`src/rtl/zynq_axil_csr_fifo_bank.sv`:
```
//==============================================================================
// Module      : zynq_axil_csr_fifo_bank
// Description : AXI4-Lite slave with NUM_CSR RW control registers and NUM_CH
//               PL->PS FIFOs drained by PS reads. Occupancy registers exist
//               only when ZYNQ_AXIL_BANK_FIFO_STATUS_EN is defined.
// Revision    : 1.0 - initial release
//==============================================================================
`default_nettype none

module zynq_axil_csr_fifo_bank #(
  parameter int DATA_W     = 32,
  parameter int ADDR_W     = 10,
  parameter int NUM_CSR    = 4,
  parameter int NUM_CH     = 2,
  parameter int FIFO_DEPTH = 8,
  parameter int CNT_W      = $clog2(FIFO_DEPTH + 1)
) (
  input  logic                       aclk,
  input  logic                       reset,
  input  logic [ADDR_W-1:0]          s00_axi_awaddr,
  input  logic [2:0]                 s00_axi_awprot,
  input  logic                       s00_axi_awvalid,
  output logic                       s00_axi_awready,
  input  logic [DATA_W-1:0]          s00_axi_wdata,
  input  logic [DATA_W/8-1:0]        s00_axi_wstrb,
  input  logic                       s00_axi_wvalid,
  output logic                       s00_axi_wready,
  output logic [1:0]                 s00_axi_bresp,
  output logic                       s00_axi_bvalid,
  input  logic                       s00_axi_bready,
  input  logic [ADDR_W-1:0]          s00_axi_araddr,
  input  logic [2:0]                 s00_axi_arprot,
  input  logic                       s00_axi_arvalid,
  output logic                       s00_axi_arready,
  output logic [DATA_W-1:0]          s00_axi_rdata,
  output logic [1:0]                 s00_axi_rresp,
  output logic                       s00_axi_rvalid,
  input  logic                       s00_axi_rready,
  output logic [NUM_CSR*DATA_W-1:0]  csr_data_o,
  output logic [NUM_CSR-1:0]         csr_wr_o,
  input  logic [NUM_CH-1:0]          ch_v_i,
  input  logic [NUM_CH*DATA_W-1:0]   ch_data_i,
  output logic [NUM_CH-1:0]          ch_ready_o
);

  localparam int         PTR_W       = $clog2(FIFO_DEPTH);
  localparam int         STRB_W      = DATA_W / 8;
  localparam logic [1:0] RESP_OKAY   = 2'b00;
  localparam logic [1:0] RESP_SLVERR = 2'b10;

  logic [DATA_W-1:0]             csr_q [NUM_CSR];
  logic [NUM_CSR-1:0]            csr_wr_q;
  logic                          bvalid_q;
  logic [1:0]                    bresp_q;
  logic                          rvalid_q;
  logic [DATA_W-1:0]             rdata_q;
  logic [1:0]                    rresp_q;

  logic [31:0]                   w_widx;
  logic [31:0]                   w_ridx;
  logic                          w_wr_en;
  logic                          w_rd_en;
  logic                          w_wr_hit;
  logic [DATA_W-1:0]             w_rdata;
  logic [1:0]                    w_rresp;
  logic [NUM_CH-1:0]             w_pop_sel;
  logic [NUM_CH-1:0][DATA_W-1:0] w_head;
  logic [NUM_CH-1:0][CNT_W-1:0]  w_cnt;
  logic                          w_unused;

  assign w_unused = ^{s00_axi_awprot, s00_axi_arprot, s00_axi_awaddr[1:0], s00_axi_araddr[1:0]};

  assign w_widx   = 32'(s00_axi_awaddr[ADDR_W-1:2]);
  assign w_ridx   = 32'(s00_axi_araddr[ADDR_W-1:2]);

  // Ready is combinational so the accept edge is the edge that updates state.
  assign w_wr_en  = s00_axi_awvalid & s00_axi_wvalid & ~bvalid_q & ~reset;
  assign w_rd_en  = s00_axi_arvalid & ~rvalid_q & ~reset;
  assign w_wr_hit = (w_widx < 32'(NUM_CSR));

  assign s00_axi_awready = w_wr_en;
  assign s00_axi_wready  = w_wr_en;
  assign s00_axi_arready = w_rd_en;
  assign s00_axi_bvalid  = bvalid_q;
  assign s00_axi_bresp   = bresp_q;
  assign s00_axi_rvalid  = rvalid_q;
  assign s00_axi_rdata   = rdata_q;
  assign s00_axi_rresp   = rresp_q;
  assign csr_wr_o        = csr_wr_q;

  generate
    for (genvar k = 0; k < NUM_CSR; k++) begin : g_csr_out
      assign csr_data_o[k*DATA_W +: DATA_W] = csr_q[k];
    end
  endgenerate

  always_ff @(posedge aclk) begin
    if (reset) begin
      for (int k = 0; k < NUM_CSR; k++) csr_q[k] <= '0;
      csr_wr_q <= '0;
    end else begin
      csr_wr_q <= '0;
      if (w_wr_en) begin
        for (int k = 0; k < NUM_CSR; k++) begin
          if (w_widx == 32'(k)) begin
            csr_wr_q[k] <= 1'b1;
            for (int b = 0; b < STRB_W; b++) begin
              if (s00_axi_wstrb[b]) csr_q[k][8*b +: 8] <= s00_axi_wdata[8*b +: 8];
            end
          end
        end
      end
    end
  end

  always_ff @(posedge aclk) begin
    if (reset) begin
      bvalid_q <= 1'b0;
      bresp_q  <= RESP_OKAY;
    end else if (w_wr_en) begin
      bvalid_q <= 1'b1;
      bresp_q  <= w_wr_hit ? RESP_OKAY : RESP_SLVERR;
    end else if (bvalid_q && s00_axi_bready) begin
      bvalid_q <= 1'b0;
    end
  end

  always_comb begin
    w_rdata   = '0;
    w_rresp   = RESP_SLVERR;
    w_pop_sel = '0;
    for (int k = 0; k < NUM_CSR; k++) begin
      if (w_ridx == 32'(k)) begin
        w_rdata = csr_q[k];
        w_rresp = RESP_OKAY;
      end
    end
    // An empty FIFO answers SLVERR and is not popped.
    for (int c = 0; c < NUM_CH; c++) begin
      if ((w_ridx == 32'(NUM_CSR + c)) && (w_cnt[c] != '0)) begin
        w_rdata      = w_head[c];
        w_rresp      = RESP_OKAY;
        w_pop_sel[c] = 1'b1;
      end
    end
`ifdef ZYNQ_AXIL_BANK_FIFO_STATUS_EN
    for (int c = 0; c < NUM_CH; c++) begin
      if (w_ridx == 32'(NUM_CSR + NUM_CH + c)) begin
        w_rdata = DATA_W'(w_cnt[c]);
        w_rresp = RESP_OKAY;
      end
    end
`endif
  end

  always_ff @(posedge aclk) begin
    if (reset) begin
      rvalid_q <= 1'b0;
      rdata_q  <= '0;
      rresp_q  <= RESP_OKAY;
    end else if (w_rd_en) begin
      rvalid_q <= 1'b1;
      rdata_q  <= w_rdata;
      rresp_q  <= w_rresp;
    end else if (rvalid_q && s00_axi_rready) begin
      rvalid_q <= 1'b0;
    end
  end

  generate
    for (genvar c = 0; c < NUM_CH; c++) begin : g_ch
      logic [DATA_W-1:0] mem_q [FIFO_DEPTH];
      logic [PTR_W-1:0]  wr_ptr_q;
      logic [PTR_W-1:0]  rd_ptr_q;
      logic [CNT_W-1:0]  cnt_q;
      logic              w_push;
      logic              w_pop;

      // A full FIFO refuses the push even when a pop lands in the same cycle.
      assign ch_ready_o[c] = (cnt_q != CNT_W'(FIFO_DEPTH)) & ~reset;
      assign w_push        = ch_v_i[c] & ch_ready_o[c];
      assign w_pop         = w_rd_en & w_pop_sel[c];
      assign w_head[c]     = mem_q[rd_ptr_q];
      assign w_cnt[c]      = cnt_q;

      always_ff @(posedge aclk) begin
        if (w_push) mem_q[wr_ptr_q] <= ch_data_i[c*DATA_W +: DATA_W];
      end

      always_ff @(posedge aclk) begin
        if (reset) begin
          wr_ptr_q <= '0;
          rd_ptr_q <= '0;
          cnt_q    <= '0;
        end else begin
          if (w_push) wr_ptr_q <= wr_ptr_q + PTR_W'(1);
          if (w_pop)  rd_ptr_q <= rd_ptr_q + PTR_W'(1);
          case ({w_push, w_pop})
            2'b10:   cnt_q <= cnt_q + CNT_W'(1);
            2'b01:   cnt_q <= cnt_q - CNT_W'(1);
            default: cnt_q <= cnt_q;
          endcase
        end
      end
    end
  endgenerate

endmodule

`default_nettype wire
```
`config.mk`:
```
export PLATFORM = sky130hd
export DESIGN_NAME = zynq_axil_csr_fifo_bank
export DESIGN_NICKNAME = d
export VERILOG_FILES = /design/src/rtl/zynq_axil_csr_fifo_bank.sv
export SDC_FILE = /design/constraint.sdc
export NUM_CORES = 1
export LEC_CHECK = 0
export BUFFER_PORTS_ARGS = -buffer_cell sky130_fd_sc_hd__buf_4
export CORE_ASPECT_RATIO = 0.5
export CORE_MARGIN = 2
export CORE_UTILIZATION = 55
export CTS_BUF_LIST = sky130_fd_sc_hd__clkbuf_8
export CTS_CLUSTER_SIZE = 28
export DETAILED_ROUTE_END_ITERATION = 7
export GPL_TIMING_DRIVEN = 1
export PLACE_DENSITY = 0.85
export SLEW_MARGIN = 20
export SYNTH_ARGS = -nofsm -noshare
export SYNTH_HDL_FRONTEND = slang
export SYNTH_SLANG_ARGS = --single-unit
```
`constraint.sdc`:
```
create_clock -name aclk -period 4.9 [get_ports aclk]
set_input_delay 0 -clock aclk [delete_from_list [all_inputs] [get_ports aclk]]
set_output_delay 0 -clock aclk [all_outputs]
set_load 0.02 [all_outputs]
```
Word-level counts from Yosys, hierarchy flattened
Memories as Yosys holds them, arrays and structs flattened. A register that Yosys moved wholly into a read port is not among the register bits.
Cells that the tools add are included.
Widths: inputs -> output; s select.
{"block": "word_totals", "ram_bits": 640, "mem_count": 3, "output_inout_bits": 175, "regBits": 62}
{"block": "op_classes", "mux": 119, "eq_ne": 14, "n_lt_le_gt_ge": 1, "n_reduce_logical": 13, "bitwise": 31, "addsub": 8}
{"name": "g_ch[0].mem_q", "words": 8, "word_bits": 32, "read_ports": 1, "rd_clocked_by_memory_dff": 1, "write_ports": 1, "line": "172", "source": "logic [DATA_W-1:0] mem_q [FIFO_DEPTH];"}
{"name": "g_ch[1].mem_q", "words": 8, "word_bits": 32, "read_ports": 1, "rd_clocked_by_memory_dff": 1, "write_ports": 1, "line": "172"}
{"name": "csr_q", "words": 4, "word_bits": 32, "read_ports": 4, "rd_clocked_by_memory_dff": 0, "write_ports": 4, "line": "51", "source": "logic [DATA_W-1:0] csr_q [NUM_CSR];"}
{"operator": "$mux 32", "n": 6}
{"operator": "$mux 8", "n": 16}
{"operator": "$mux 1", "n": 84}
{"operator": "$logic_not 32->1", "n": 2}
{"operator": "$eq 8x2->1 const B", "n": 4}
{"operator": "$eq 8x1->1 const B", "n": 2}
{"operator": "$eq 8x3->1 const B", "n": 2}
{"operator": "$or 1x1->1", "n": 16}
{"operator": "$pmux 4 s2", "n": 2}
{"operator": "$mux 2", "n": 7}
{"operator": "$add 3x1->3 const B", "n": 4}
{"operator": "$mux 3", "n": 4}
{"operator": "$and 1x1->1", "n": 11}
{"operator": "$add 4x1->4 const B", "n": 2}
{"operator": "$lt 8x3->1 const B", "n": 1}
{"operator": "$ne 4x4->1 const B", "n": 2}
{"operator": "$reduce_bool 2->1", "n": 4}
{"operator": "$reduce_bool 4->1", "n": 2}
{"operator": "$sub 4x1->4 const B", "n": 2}
{"operator": "$eq 2x1->1 const B", "n": 2}
{"operator": "$eq 2x2->1 const B", "n": 2}
{"operator": "$logic_and 1x1->1", "n": 4}
{"operator": "$not 1->1", "n": 4}
{"operator": "$reduce_or 2->1", "n": 1}

Depth between registers and ports, before layout
{"block": "logic_depth", "depth_word": 7, "ltp_mapped": 14}

Worst setup path after synthesis
No wires, ideal clock.
{"block": "synth_timing", "path_kind": "flip-flop to flip-flop", "startpoint": "register g_ch[0].cnt_q[1]", "endpoint": "memory g_ch[0].mem_q[0][0], enable pin", "required_ns": 4.439, "setup_time_ns": 0.461, "n_path_buf": 1, "synth_period_minus_slack_ns": 4.356, "slack_ns": 0.544, "t_arrival_ns": 3.895, "stages_incl_launch_ff": 7, "path_cell_list": "dfxtp_1 > clkbuf_1 > nor3_1 > a21oi_1 > nand2_1 > or2_2 > nor3_1"}
{"block": "synth_between", "elab_chain_cells": 5}
{"element": "start: declaration", "line": "175", "source": "logic [CNT_W-1:0] cnt_q;"}
{"element": "start signal: assignment", "line": "199", "source": "2'b10: cnt_q <= cnt_q + CNT_W'(1);"}
{"element": "start signal: assignment", "line": "200", "source": "2'b01: cnt_q <= cnt_q - CNT_W'(1);"}
{"element": "start signal: assignment", "line": "201", "source": "default: cnt_q <= cnt_q;"}
{"element": "$ne 4x4->1", "line": "180", "source": "assign ch_ready_o[c] = (cnt_q != CNT_W'(FIFO_DEPTH)) & ~reset;"}
{"element": "$and 1x1->1", "line": "180"}
{"element": "net ch_ready_o[0]", "line": "43", "source": "output logic [NUM_CH-1:0] ch_ready_o"}
{"element": "$and 1x1->1", "line": "181", "source": "assign w_push = ch_v_i[c] & ch_ready_o[c];"}
{"element": "$mux 1", "line": "187", "source": "if (w_push) mem_q[wr_ptr_q] <= ch_data_i[c*DATA_W +: DATA_W];"}
{"element": "$mux 1 (not written as such)", "line": "187"}
{"element": "end: declaration", "line": "172"}
The timed path passes the listed nets, and every way through them passes these cells.

Worst setup path in the final report
{"block": "layout_timing", "startpoint": "register g_ch[1].cnt_q[0]", "endpoint": "register g_ch[1].cnt_q[2]"}
{"block": "layout_between", "elab_chain_cells": 6}
{"element": "start: declaration", "line": "175"}
{"element": "start signal: assignment", "line": "199"}
{"element": "start signal: assignment", "line": "200"}
{"element": "start signal: assignment", "line": "201"}
{"element": "$reduce_bool 4->1 (*)", "line": "140", "source": "if ((w_ridx == 32'(NUM_CSR + c)) && (w_cnt[c] != '0)) begin"}
{"element": "$logic_and 1x1->1 (*)", "line": "140"}
{"element": "$mux 1 (*)", "line": "140"}
{"element": "$and 1x1->1 (*)", "line": "182", "source": "assign w_pop = w_rd_en & w_pop_sel[c];"}
{"element": "net g_ch[1].w_pop", "line": "177", "source": "logic w_pop;"}
{"element": "$eq 2x1->1 / $eq 2x2->1 (equally long branches)", "line": "198", "source": "case ({w_push, w_pop})"}
{"element": "$pmux 4 s2 / $reduce_bool 2->1 (equally long branches)"}
The timed path passes the listed nets; every way through them passes the cells marked *.
A chain may end at the register's enable or synchronous reset.

==> metrics.md <==
| Metric | Value |
|---|---|
| Max Clock Freq | `between 0.2 and 0.3 GHz` |
| Cell Rows | `58` |
| CP Buf/Inv Count | `1` |
| Register area share after synthesis | `0.731` |
| PortBufs | `slightly below 300` |
| Routed wire length | `80.6 mm` |
| Total power | `11.9 mW` |
| Outcome | `finished, violations left` |
| PwrDens | `346 mW/mm2` |
| Avg Inst Size Synth | `around 18 um2` |
| Final setup viols | `0` |
| Root Driver | `clkbuf_8` |
| Reg-to-Reg Start | `g_ch[1].cnt_q[0]` |
| Slowest stage delay, CP | `0.66 ns` |
| Final hold vios | `0` |
| Post-synth EDFFs | `640` |
| Min Tclk post-route | `3.60 ns` |
| Max Cap Viol | `0` |
| Chip height | `roughly 160 um` |
| Syn Std Cell Area | `between 0.02 and 0.03 mm2` |
| Delay-heaviest family, CP | `simple AND/OR/NAND/NOR gates` |
| Wire per inst | `between 20 and 30 um` |
| Crit share post-route | `0.734` |
| Starting density of the core | `0.558` |
| # DRC | `36` |
| Slowest CP cell | `or3_1` |
| Crit end category | `register` |
| Post-route cell area | `between 0.03 and 0.04 mm2` |
| Top Ports | `between 300 and 400` |
| CTS tree | `yes` |
| Worst EP arrival | `4.21 ns` |
| CP Launch Point | `g_ch[1].cnt_q[0]` |
| Vias per Instance | `between 6 and 7` |
| Initial antenna violation count | `7` |
| GR Overflow Total | `0` |
| DR iter-0 viols | `slightly above 3,000` |
| Via count | `18,154` |
| Largest net degree at the start of global routing | `47` |
| Top FF cell, synth | `edfxtp_1` |
| Die X | `roughly 320 um` |
| Worst-margin pin slew | `approximately 1.4 ns` |
| Crit-path cells | `o41ai_1 > or3_1 > or2_1 > clkinv_4 > ha_1 > xor2_1 > ha_1 > a21oi_1 > xor2_1 > or3_1 > a21oi_1` |
| First-pass GRT wire length | `between 100 and 150 mm` |
| GR Util All Layers | `0.300` |
| GP Congestion | `just under 1` |
| H-Tree Depth | `3` |
| Synth Instances | `around 1,600` |
| Required time worst endpoint | `5.51 ns` |
| Register bit total from synthesis | `~700` |
| HPWL Detailed | `47.3 mm` |
| Violated checks | `design-rule violations` |
| Setup tns final | `0 ns` |
| Clock Sinks | `around 710` |
| Setup Fix Bufs, Post-CTS | `0` |
| CTS Buffer Depth | `3` |
| Maximum vdd ir drop | `around 0.00021 V` |
| Layout cells sized above 1 | `0.329` |
| Clk Latency, worst-skew pair | `a little under 0.7 ns` |
| Vias in the first global route | `18,026` |
| TritonCTS buffer count | `96` |
| Highest fanout seen on the critical path | `18` |
| Min-Delay Path Class | `primary input to register` |
| Layout area overhead | `22.7%` |
| CP Class | `register to register` |
| RSZ-0062 raised after global routing | `false` |
| Clock Skews | `~0.050 ns` |
| Core ar. | `~0.050 mm2` |
| Drt pass-1 iters | `8` |
| Final Hold Slack | `between 0.08 and 0.09 ns` |
| DP Area | `0.0312 mm2` |
| Synth Warn # | `0` |
| Slew Viols, Final | `0` |
| Die ar. | `roughly 0.053 mm2` |
| Startpoint class of the critical path | `register` |
| FFs w/ async S/R, synth | `0` |
| Yosys cell types | `52` |
| ANT nets after route | `0` |
| LEAKAGE | `approximately 13 nW` |
| Nets@finish | `2,188` |
| Min-delay src | `ch_data_i[49]` |
| Clk slew on worst S/H paths | `about 0.070 ns` |
| Relative slew slack | `0.0771` |
## final timing paths
| path | slack (ns) | end | depth (start not counted) |
|---|---|---|---|
| setup / recovery | 1.30 | g_ch[1].cnt_q[2] | 11 |
| hold / removal | 0.09 | g_ch[1].mem_q[6][17] | 2 |
| setup reg to reg | 1.30 | g_ch[1].cnt_q[2] | 11 |
| hold reg to reg | 0.50 | register | 2 |
## flip-flops by register name, summed over array words and instances, names as in the netlist, named ones only
| name | flops |
|---|---|
| g_ch.mem_q | 512 |
| csr_q | 128 |
| s00_axi_rdata | 32 |
| g_ch.cnt_q | 8 |
| g_ch.rd_ptr_q | 6 |
| g_ch.wr_ptr_q | 6 |
| csr_wr_o | 4 |
| s00_axi_bresp | 1 |
| s00_axi_bvalid | 1 |
| s00_axi_rresp | 1 |
| s00_axi_rvalid | 1 |
## per-layer routing
| metal | track usage | vias up | wire length, um |
|---|---|---|---|
| met4 | 0.158 | 10 | 5320 |
| li1 | - | 7308 | - |
| met5 | 0 | - | 122 |
| met1 | 0.367 | 8909 | 27000 |
| met3 | 0.101 | 441 | 9540 |
| met2 | 0.481 | 1486 | 38600 |
## final cells by class
cell class	instances	area [um2]
inverter	6	27.5
multi-input combinational	764	7230
fill	2934	15900
clock buffer	116	1600
clock inverter	66	313
antenna	4	10.0
tap	690	863
sequential	706	20600
timing repair buffer	469	3890
## synth_stat cells, drive strengths merged (16+ instances only)
library cell	number	share of area
edfxtp	640	0.68
mux4	129	0.10
and3	128	0.028
nor2	95	0.013
clkbuf	77	0.010
dfxtp	66	0.047
mux2	60	0.024
a21oi	44	0.0078
o21ai	42	0.0075
nand2	34	0.0047
buf	33	0.0064
o22ai	28	0.0062
mux2i	23	0.0082
nor3	23	0.0041
a221oi	16	0.0050
## through the flow
| stage | util | setup slack, ns | std cells |
|---|---|---|---|
| after floorplan | - | 0.544 | 1586 |
| after global placement | 0.619 | 1.36 | 2502 |
| after detailed placement | 0.620 | 1.39 | 2503 |
| after CTS | 0.684 | 1.40 | 2816 |
| after global routing | 0.685 | 1.08 | 2821 |
| final | 0.685 | 1.30 | 2821 |
## logic make-up after synthesis
family / count (synthesis) / synth area share
flip-flops: 706 / 0.731
multiplexers: 212 / 0.136
adder cells (fa/ha/maj): 10 / 0.00445
other: 1 / 0.000133
XOR/XNOR: 12 / 0.00374
AO/OA/AOI/OAI: 195 / 0.0446
buffers and inverters: 116 / 0.0176
AND/OR/NAND/NOR: 333 / 0.0628
## power breakdown
part	total, mW	internal, mW	switching, mW
combinational	0.745	0.298	0.447
sequential	6.73	6.66	0.0647
clock	4.47	2.21	2.26
## layout by cell type, fill, tap and decap left out, types with 23 or more instances in the layout
master           n
a21oi_1         44
and3_1         128
buf_4          335
clkbuf_8       116
clkinv_1        25
dfxtp_1         60
dlygate4sd3_1  131
edfxtp_1       640
inv_1           30
mux2_2          60
mux2i_1         23
mux4_2         129
nand2_1         32
nor2_1          80
o21ai_0         42
o22ai_1         28
## repair_timing
item,CTS,global route
endpoints found under the hold margin,697,0
hold buffers,131,0
resized for setup,0,0
Note: power is estimated with default switching activity, not from simulation.
